`src/rtl/pq_sreg_dev_if.sv`:
```
// Client/device connection for the sorted-shift-register priority queue.
// The client drives the master side; the queue device sits on the slave side.
interface pq_sreg_dev_if #(
   parameter int KEY_W = 16,
   parameter int VAL_W = 16,
   parameter int DEPTH = 16
);
   localparam int CNT_W = $clog2(DEPTH + 1);

   logic [KEY_W-1:0] kvi_key;
   logic [VAL_W-1:0] kvi_val;
   logic             enq;
   logic             deq;
   logic             clr;
   logic [KEY_W-1:0] kvo_key;
   logic [VAL_W-1:0] kvo_val;
   logic             full;
   logic             empty;
   logic             busy;
   logic [CNT_W-1:0] count;
   logic             ovf;
   logic             udf;

   modport master (
      output kvi_key, kvi_val, enq, deq, clr,
      input  kvo_key, kvo_val, full, empty, busy, count, ovf, udf
   );

   modport slave (
      input  kvi_key, kvi_val, enq, deq, clr,
      output kvo_key, kvo_val, full, empty, busy, count, ovf, udf
   );
endinterface

```
`src/rtl/pq_sreg_dev.sv`:
```
// Sorted shift-register priority queue: head at slot 0, FIFO among equal keys.
// Define PQ_MAX_FIRST_EN for max-key-first ordering (default is min-key-first).
module pq_sreg_dev #(
   parameter int KEY_W = 16,
   parameter int VAL_W = 16,
   parameter int DEPTH = 16
) (
   input logic           clk,
   input logic           rst_n,
   pq_sreg_dev_if.slave  pq
);
   localparam int CNT_W = $clog2(DEPTH + 1);
   localparam logic [CNT_W-1:0] FULL_CNT = CNT_W'(DEPTH);

   typedef struct packed {
      logic [KEY_W-1:0] key;
      logic [VAL_W-1:0] val;
   } slot_t;

   typedef enum logic [2:0] {OP_HOLD, OP_CLR, OP_INS, OP_DEQ, OP_REP} op_e;

   function automatic logic beats(input logic [KEY_W-1:0] a, input logic [KEY_W-1:0] b);
`ifdef PQ_MAX_FIRST_EN
      return a > b;
`else
      return a < b;
`endif
   endfunction

   slot_t            s_q     [DEPTH];
   slot_t            s_d     [DEPTH];
   slot_t            ins_s   [DEPTH];
   slot_t            rep_s   [DEPTH];
   slot_t            deq_s   [DEPTH];
   slot_t            new_s;
   logic [DEPTH:0]   t;
   logic [CNT_W-1:0] count_q, count_d;
   logic             ovf_q, udf_q, ovf_set, udf_set;
   logic             is_full, is_empty;
   op_e              op;

   assign new_s    = '{key: pq.kvi_key, val: pq.kvi_val};
   assign is_full  = (count_q == FULL_CNT);
   assign is_empty = (count_q == '0);

   // t[i]: the new entry belongs at or ahead of slot i (strict compare keeps ties FIFO).
   assign t[DEPTH] = 1'b1;

   for (genvar i = 0; i < DEPTH; i++) begin : g_slot
      slot_t above, below;
      logic  t_above;

      assign t[i] = (count_q <= CNT_W'(i)) || beats(pq.kvi_key, s_q[i].key);

      if (i == 0) begin : g_head
         assign above   = new_s;
         assign t_above = 1'b0;
      end else begin : g_body
         assign above   = s_q[i-1];
         assign t_above = t[i-1];
      end

      if (i == DEPTH - 1) begin : g_tail
         assign below = '0;
      end else begin : g_inner
         assign below = s_q[i+1];
      end

      assign ins_s[i] = t[i] ? (t_above ? above : new_s) : s_q[i];
      // Replace sees the queue with the head already gone: slot i compares against s[i+1].
      assign rep_s[i] = t[i+1] ? ((i != 0 && t[i]) ? s_q[i] : new_s) : below;
      assign deq_s[i] = below;
   end

   always_comb begin
      // NOTE: every output of this block gets a default first so no latch is inferred.
      op      = OP_HOLD;
      ovf_set = 1'b0;
      udf_set = 1'b0;
      if (pq.clr) begin
         op = OP_CLR;
      end else if (pq.enq && pq.deq) begin
         op      = OP_INS;
         udf_set = is_empty;
         if (!is_empty) op = OP_REP;
      end else if (pq.enq) begin
         if (is_full) ovf_set = 1'b1;
         else         op      = OP_INS;
      end else if (pq.deq) begin
         if (is_empty) udf_set = 1'b1;
         else          op      = OP_DEQ;
      end
   end

   always_comb begin
      s_d     = s_q;
      count_d = count_q;
      unique case (op)
         OP_CLR: begin
            for (int i = 0; i < DEPTH; i++) s_d[i] = '0;
            count_d = '0;
         end
         OP_INS: begin
            s_d     = ins_s;
            count_d = count_q + 1'b1;
         end
         OP_DEQ: begin
            s_d     = deq_s;
            count_d = count_q - 1'b1;
         end
         OP_REP:  s_d = rep_s;
         default: ;
      endcase
   end

   // NOTE: storage is reset too, because invalid slots must read as zero and slot 0 drives kvo.
   always_ff @(posedge clk or negedge rst_n) begin
      if (!rst_n) begin
         for (int i = 0; i < DEPTH; i++) s_q[i] <= '0;
         count_q <= '0;
         ovf_q   <= 1'b0;
         udf_q   <= 1'b0;
      end else begin
         s_q     <= s_d;
         count_q <= count_d;
         ovf_q   <= ovf_q | ovf_set;
         udf_q   <= udf_q | udf_set;
      end
   end

   assign pq.kvo_key = s_q[0].key;
   assign pq.kvo_val = s_q[0].val;
   assign pq.full    = is_full;
   assign pq.empty   = is_empty;
   assign pq.busy    = 1'b0;
   assign pq.count   = count_q;
   assign pq.ovf     = ovf_q;
   assign pq.udf     = udf_q;
endmodule

```
`src/flat_wrapper.sv`:
```
// flat-port wrapper written by rule: the top's interface ports become plain ports
module pq_sreg_dev_flat 
#(
   parameter int KEY_W = 16,
   parameter int VAL_W = 16,
   parameter int DEPTH = 16
)
  (clk, rst_n, pq_kvi_key, pq_kvi_val, pq_enq, pq_deq, pq_clr, pq_kvo_key, pq_kvo_val, pq_full, pq_empty, pq_busy, pq_count, pq_ovf, pq_udf);
  pq_sreg_dev_if #(.KEY_W(KEY_W), .VAL_W(VAL_W), .DEPTH(DEPTH)) pq_i ();
  input logic clk;
  input logic rst_n;
  input wire logic [$bits(pq_i.kvi_key)-1:0] pq_kvi_key;
  input wire logic [$bits(pq_i.kvi_val)-1:0] pq_kvi_val;
  input wire logic [$bits(pq_i.enq)-1:0] pq_enq;
  input wire logic [$bits(pq_i.deq)-1:0] pq_deq;
  input wire logic [$bits(pq_i.clr)-1:0] pq_clr;
  output wire logic [$bits(pq_i.kvo_key)-1:0] pq_kvo_key;
  output wire logic [$bits(pq_i.kvo_val)-1:0] pq_kvo_val;
  output wire logic [$bits(pq_i.full)-1:0] pq_full;
  output wire logic [$bits(pq_i.empty)-1:0] pq_empty;
  output wire logic [$bits(pq_i.busy)-1:0] pq_busy;
  output wire logic [$bits(pq_i.count)-1:0] pq_count;
  output wire logic [$bits(pq_i.ovf)-1:0] pq_ovf;
  output wire logic [$bits(pq_i.udf)-1:0] pq_udf;
  assign pq_i.kvi_key = pq_kvi_key;
  assign pq_i.kvi_val = pq_kvi_val;
  assign pq_i.enq = pq_enq;
  assign pq_i.deq = pq_deq;
  assign pq_i.clr = pq_clr;
  assign pq_kvo_key = pq_i.kvo_key;
  assign pq_kvo_val = pq_i.kvo_val;
  assign pq_full = pq_i.full;
  assign pq_empty = pq_i.empty;
  assign pq_busy = pq_i.busy;
  assign pq_count = pq_i.count;
  assign pq_ovf = pq_i.ovf;
  assign pq_udf = pq_i.udf;
  pq_sreg_dev #(.KEY_W(KEY_W), .VAL_W(VAL_W), .DEPTH(DEPTH)) u_core (.clk(clk), .rst_n(rst_n), .pq(pq_i));
endmodule
```
`config.mk`:
```
export PLATFORM = sky130hd
export DESIGN_NAME = pq_sreg_dev_flat
export DESIGN_NICKNAME = d
export VERILOG_FILES = /design/src/rtl/pq_sreg_dev_if.sv /design/src/rtl/pq_sreg_dev.sv /design/src/flat_wrapper.sv
export SDC_FILE = /design/constraint.sdc
export NUM_CORES = 2
export LEC_CHECK = 0
export BUFFER_PORTS_ARGS = -buffer_cell sky130_fd_sc_hd__clkbuf_2
export CORE_UTILIZATION = 65
export DETAILED_ROUTE_END_ITERATION = 8
export PLACE_DENSITY = 0.82
export SLEW_MARGIN = 0
export SYNTH_ARGS = -nofsm -noshare
export SYNTH_HDL_FRONTEND = slang
export SYNTH_SLANG_ARGS = --single-unit
```
`constraint.sdc`:
```
create_clock -name clk -period 4.7 [get_ports clk]
set_input_delay 0 -clock clk [delete_from_list [all_inputs] [get_ports clk]]
set_output_delay 0 -clock clk [all_outputs]
set_load 0.005 [all_outputs]
```
==> results.py <==
metrics = {
    "worst_setup_path": {
        "critPathMaxFanout": 38,
        "crit_path_start": "u_core.pq.count[3]$_DFFE_PN0P_",
        "crit_path_start_kind": "flip-flop",
        "rr_startpoint": "u_core.pq.count[3]$_DFFE_PN0P_",
        "worstPathArrival_ps": 4630,
        "cp_slowest_stage_delay_ps": 590,
        "path_common_cell": "buf_4",
        "worstSetupPathType": "flip-flop to flip-flop",
        "crit_chain": "nor3_4 > and2_1 > nor2_1 > nand2_4 > buf_4 > or2_1 > buf_4 > o22ai_1 > a211o_1",
        "rrSetupSlack_ps": 590,
        "critPathRequiredTime_ps": 5220,
        "crit_slowest_cell": "dfrtp_1",
        "end_kind": "flip-flop",
    },
    "synth": {
        "synth_top_area_cell": "dfrtp_1",
        "synth_xor_area_frac": 0,
        "synth_compound_area_frac": 0.288,
        "ys_seq_elements": 519,
        "synth_cells": 4187,
        "async_flop_share": 1.00,
        "synth_top_family_by_area": "compound AO/OA/AOI/OAI gates",
        "synth_flop_cell": "dfrtp_1",
        "syn_avg_cell_area_um2": 8.89,
        "seq_area_frac_synth": 0.349,
        "synth_top_cells_by_area": "dfrtp_1, ha_1, mux2i_1",
        "syn-cell-area_um2": 37200,
        "netlist.area_leader.share": 0.349,
        "synth.area.mux_share": 0.0926,
        "yosysWarnings": 0,
        "yosys.cell_types.count": 81,
        "synth_fa_ha_area_frac": 0.0824,
        "synth_edf_count": 0,
        "syn-num-nets": 4469,
        "synthSimpleGateAreaFrac": 0.113,
    },
    "layout": {
        "fin_cells": 4889,
        "drive_gt1_frac": 0.0976,
        "nets": 4371,
        "fillers": 4201,
        "area_growth_pct": 8.54,
        "finish.utilization": 0.715,
        "final_area_um2": 40400,
    },
    "min_path": {
        "worstHoldPathType": "primary input to async pin",
    },
    "grt": {
        "grt_max_degree": 120,
        "grt-ovfl-total": 0,
        "grt_pass1_vias": 34358,
        "track_usage": 0.381,
        "grt_pass1_wl_um": 180000,
        "antenna_found_initial": 2,
    },
    "floorplanning": {
        "die_w_um": 241,
        "coreArea_um2": 56500,
        "die_area_um2": 58200,
        "num_rows": 87,
        "dieHeight_um": 241,
        "start_util": 0.659,
        "ios": 79,
    },
    "timing": {
        "timing.final.crit_share": 0.875,
        "clock_skew_ps": 27.1,
        "fin_crit_ps": 4110,
        "fmax_mhz": 243,
        "relSlewSlack": 0.0961,
        "setup_slack_ps": 588,
        "drv_slew": 0,
        "setup_viol": 0,
        "rsz0062_at_grt": "no",
        "whs_ps": 4.76,
        "worst_pin_slew_ps": 1360,
        "fin_tns_setup_ps": 0,
        "finalHoldViolations": 0,
    },
    "detailed_routing": {
        "detail_route.wl_per_cell_um": 22.8,
        "postRouteAntennaNets": 0,
        "vias": 35206,
        "routed_wl_um": 112000,
        "first_iter_violations": 5077,
        "firstDrtPassIters": 9,
        "via_per_inst": 7.20,
        "drc": 21,
    },
    "flow_run": {
        "drv_cap": 0,
    },
    "clock_tree": {
        "clockRootBuffer": "clkbuf_16",
        "htreeDepth": 2,
        "clk-insertion-delay-late_ps": 660,
        "clk_pin_slew_ps": 60,
        "cts_tree": "built",
        "post_cts_buffers": 0,
        "cts_sinks": 519,
        "numCtsBuffers": 57,
        "clk_path_buf_depth": 3,
    },
    "power": {
        "p_per_area_nw_per_um2": 542,
        "p_leak_nw": 18.8,
        "ir_drop_v": 0.000394,
        "finalPower_mw": 21.9,
    },
    "outcome": {
        "status": "finished with violations",
        "violations": "design-rule violations",
    },
    "placed_design": {
        "dp_cells": 4760,
        "hpwl_um": 75800,
        "gp_congestion": 0.936,
        "dp_slack_ps": 784,
        "place_area_um2": 38200,
        "port-buffer-count": 77,
    },
}
==> cells by family (layout without fill, tap and decap cells) <==
group / count (synthesis) / count (layout)
AOI/OAI and AO/OA: 1478 / 1478
adders and majority gates: 245 / 245
buffers and inverters: 676 / 620
DFF: 519 / 519
muxes: 339 / 339
other: 1 / 3
and+or+nand+nor: 929 / 929
==> power breakdown <==
group          internal (mW)  total (mW)  switching [mW]
clock                   2.79        4.77            1.98
combinational           3.83        10.2            6.33
sequential              5.58        6.97            1.39
total                   12.2        21.9            9.71
==> path summary, 6_finish.rpt <==
check | end | cells past startpoint
worst max register to register | u_core.deq_s[127]$_DFFE_PN0P_ | 9
worst min-delay path | u_core.deq_s[492]$_DFFE_PN0P_ | 2
min in group clk | u_core.deq_s[44]$_DFFE_PN0P_ | 2
worst max-delay path | u_core.deq_s[127]$_DFFE_PN0P_ | 9
max in group asynchronous | u_core.deq_s[154]$_DFFE_PN0P_ | 3
worst min register to register | u_core.pq.kvo_val[13]$_DFFE_PN0P_ | 2
==> cell usage in the layout, fill, tap and decap left out, drive strengths merged, types with 78 or more instances in the layout <==
cell,Yosys,layout
a22o,100,100
o211ai,100,100
a22oi,103,103
dfrtp,519,519
nand2,407,407
ha,245,245
a211oi,78,78
a222oi,179,179
inv,288,288
nand3,100,100
a21oi,203,203
clkbuf,232,166
buf,156,129
mux2i,298,298
o21ai,337,337
nor2,204,204
==> cells in the mapped netlist (33+ instances only) <==
cell type / count
a221o_1: 52
a22o_1: 100
o21ai_1: 33
o211ai_1: 100
inv_1: 288
mux2_2: 39
clkbuf_1: 232
o22ai_1: 48
nor2_1: 204
a21oi_1: 202
a22oi_1: 103
mux2i_1: 298
nand2b_1: 43
a211o_1: 76
nand4_1: 39
a21o_1: 56
a221oi_1: 40
dfrtp_1: 519
nand3_1: 100
o21ai_0: 301
or3_1: 61
buf_2: 115
a211oi_1: 75
a222oi_1: 179
ha_1: 245
nand2_1: 405
==> registers in the layout (all words and copies together), names as in the netlist <==
name,cells
u_core.pq.count,5
u_core.pq.udf,1
u_core.deq_s,480
u_core.pq.kvo_key,16
u_core.pq.ovf,1
u_core.pq.kvo_val,16
==> layer usage <==
metal / GRT usage / part of all wire / routed length [um]
met1: 0.533 / 0.41 / 45600
met2: 0.601 / 0.47 / 51900
met3: 0.0503 / 0.096 / 10700
met4: 0.155 / 0.030 / 3350
met5: 0 / 0.00012 / 13
==> area by class of cell <==
type	instances	area, um2	share of cell area
Multi-Input combinational cell	2992	21700	0.536
Sequential cell	519	13000	0.322
Clock buffer	90	1770	0.0438
Timing Repair Buffer	231	1750	0.0434
Inverter	288	1080	0.0268
Tap cell	756	946	0.0234
Clock inverter	11	191	0.00474
Antenna cell	2	5.00	0.000124
==> critical path, delay by kind of cell, from the launching register on <==
family,cells,cell delay [ps]
compound gates,2,370
flops,1,590
buf+inv,2,910
simple gates,5,2090
==> what timing repair did <==
| action | CTS | global route |
|---|---|---|
| hold buffers | 26 | 0 |
| hold endpoints to repair | 136 | 0 |
| gates resized for setup | 0 | 0 |
(Power assumes the default switching activity.)
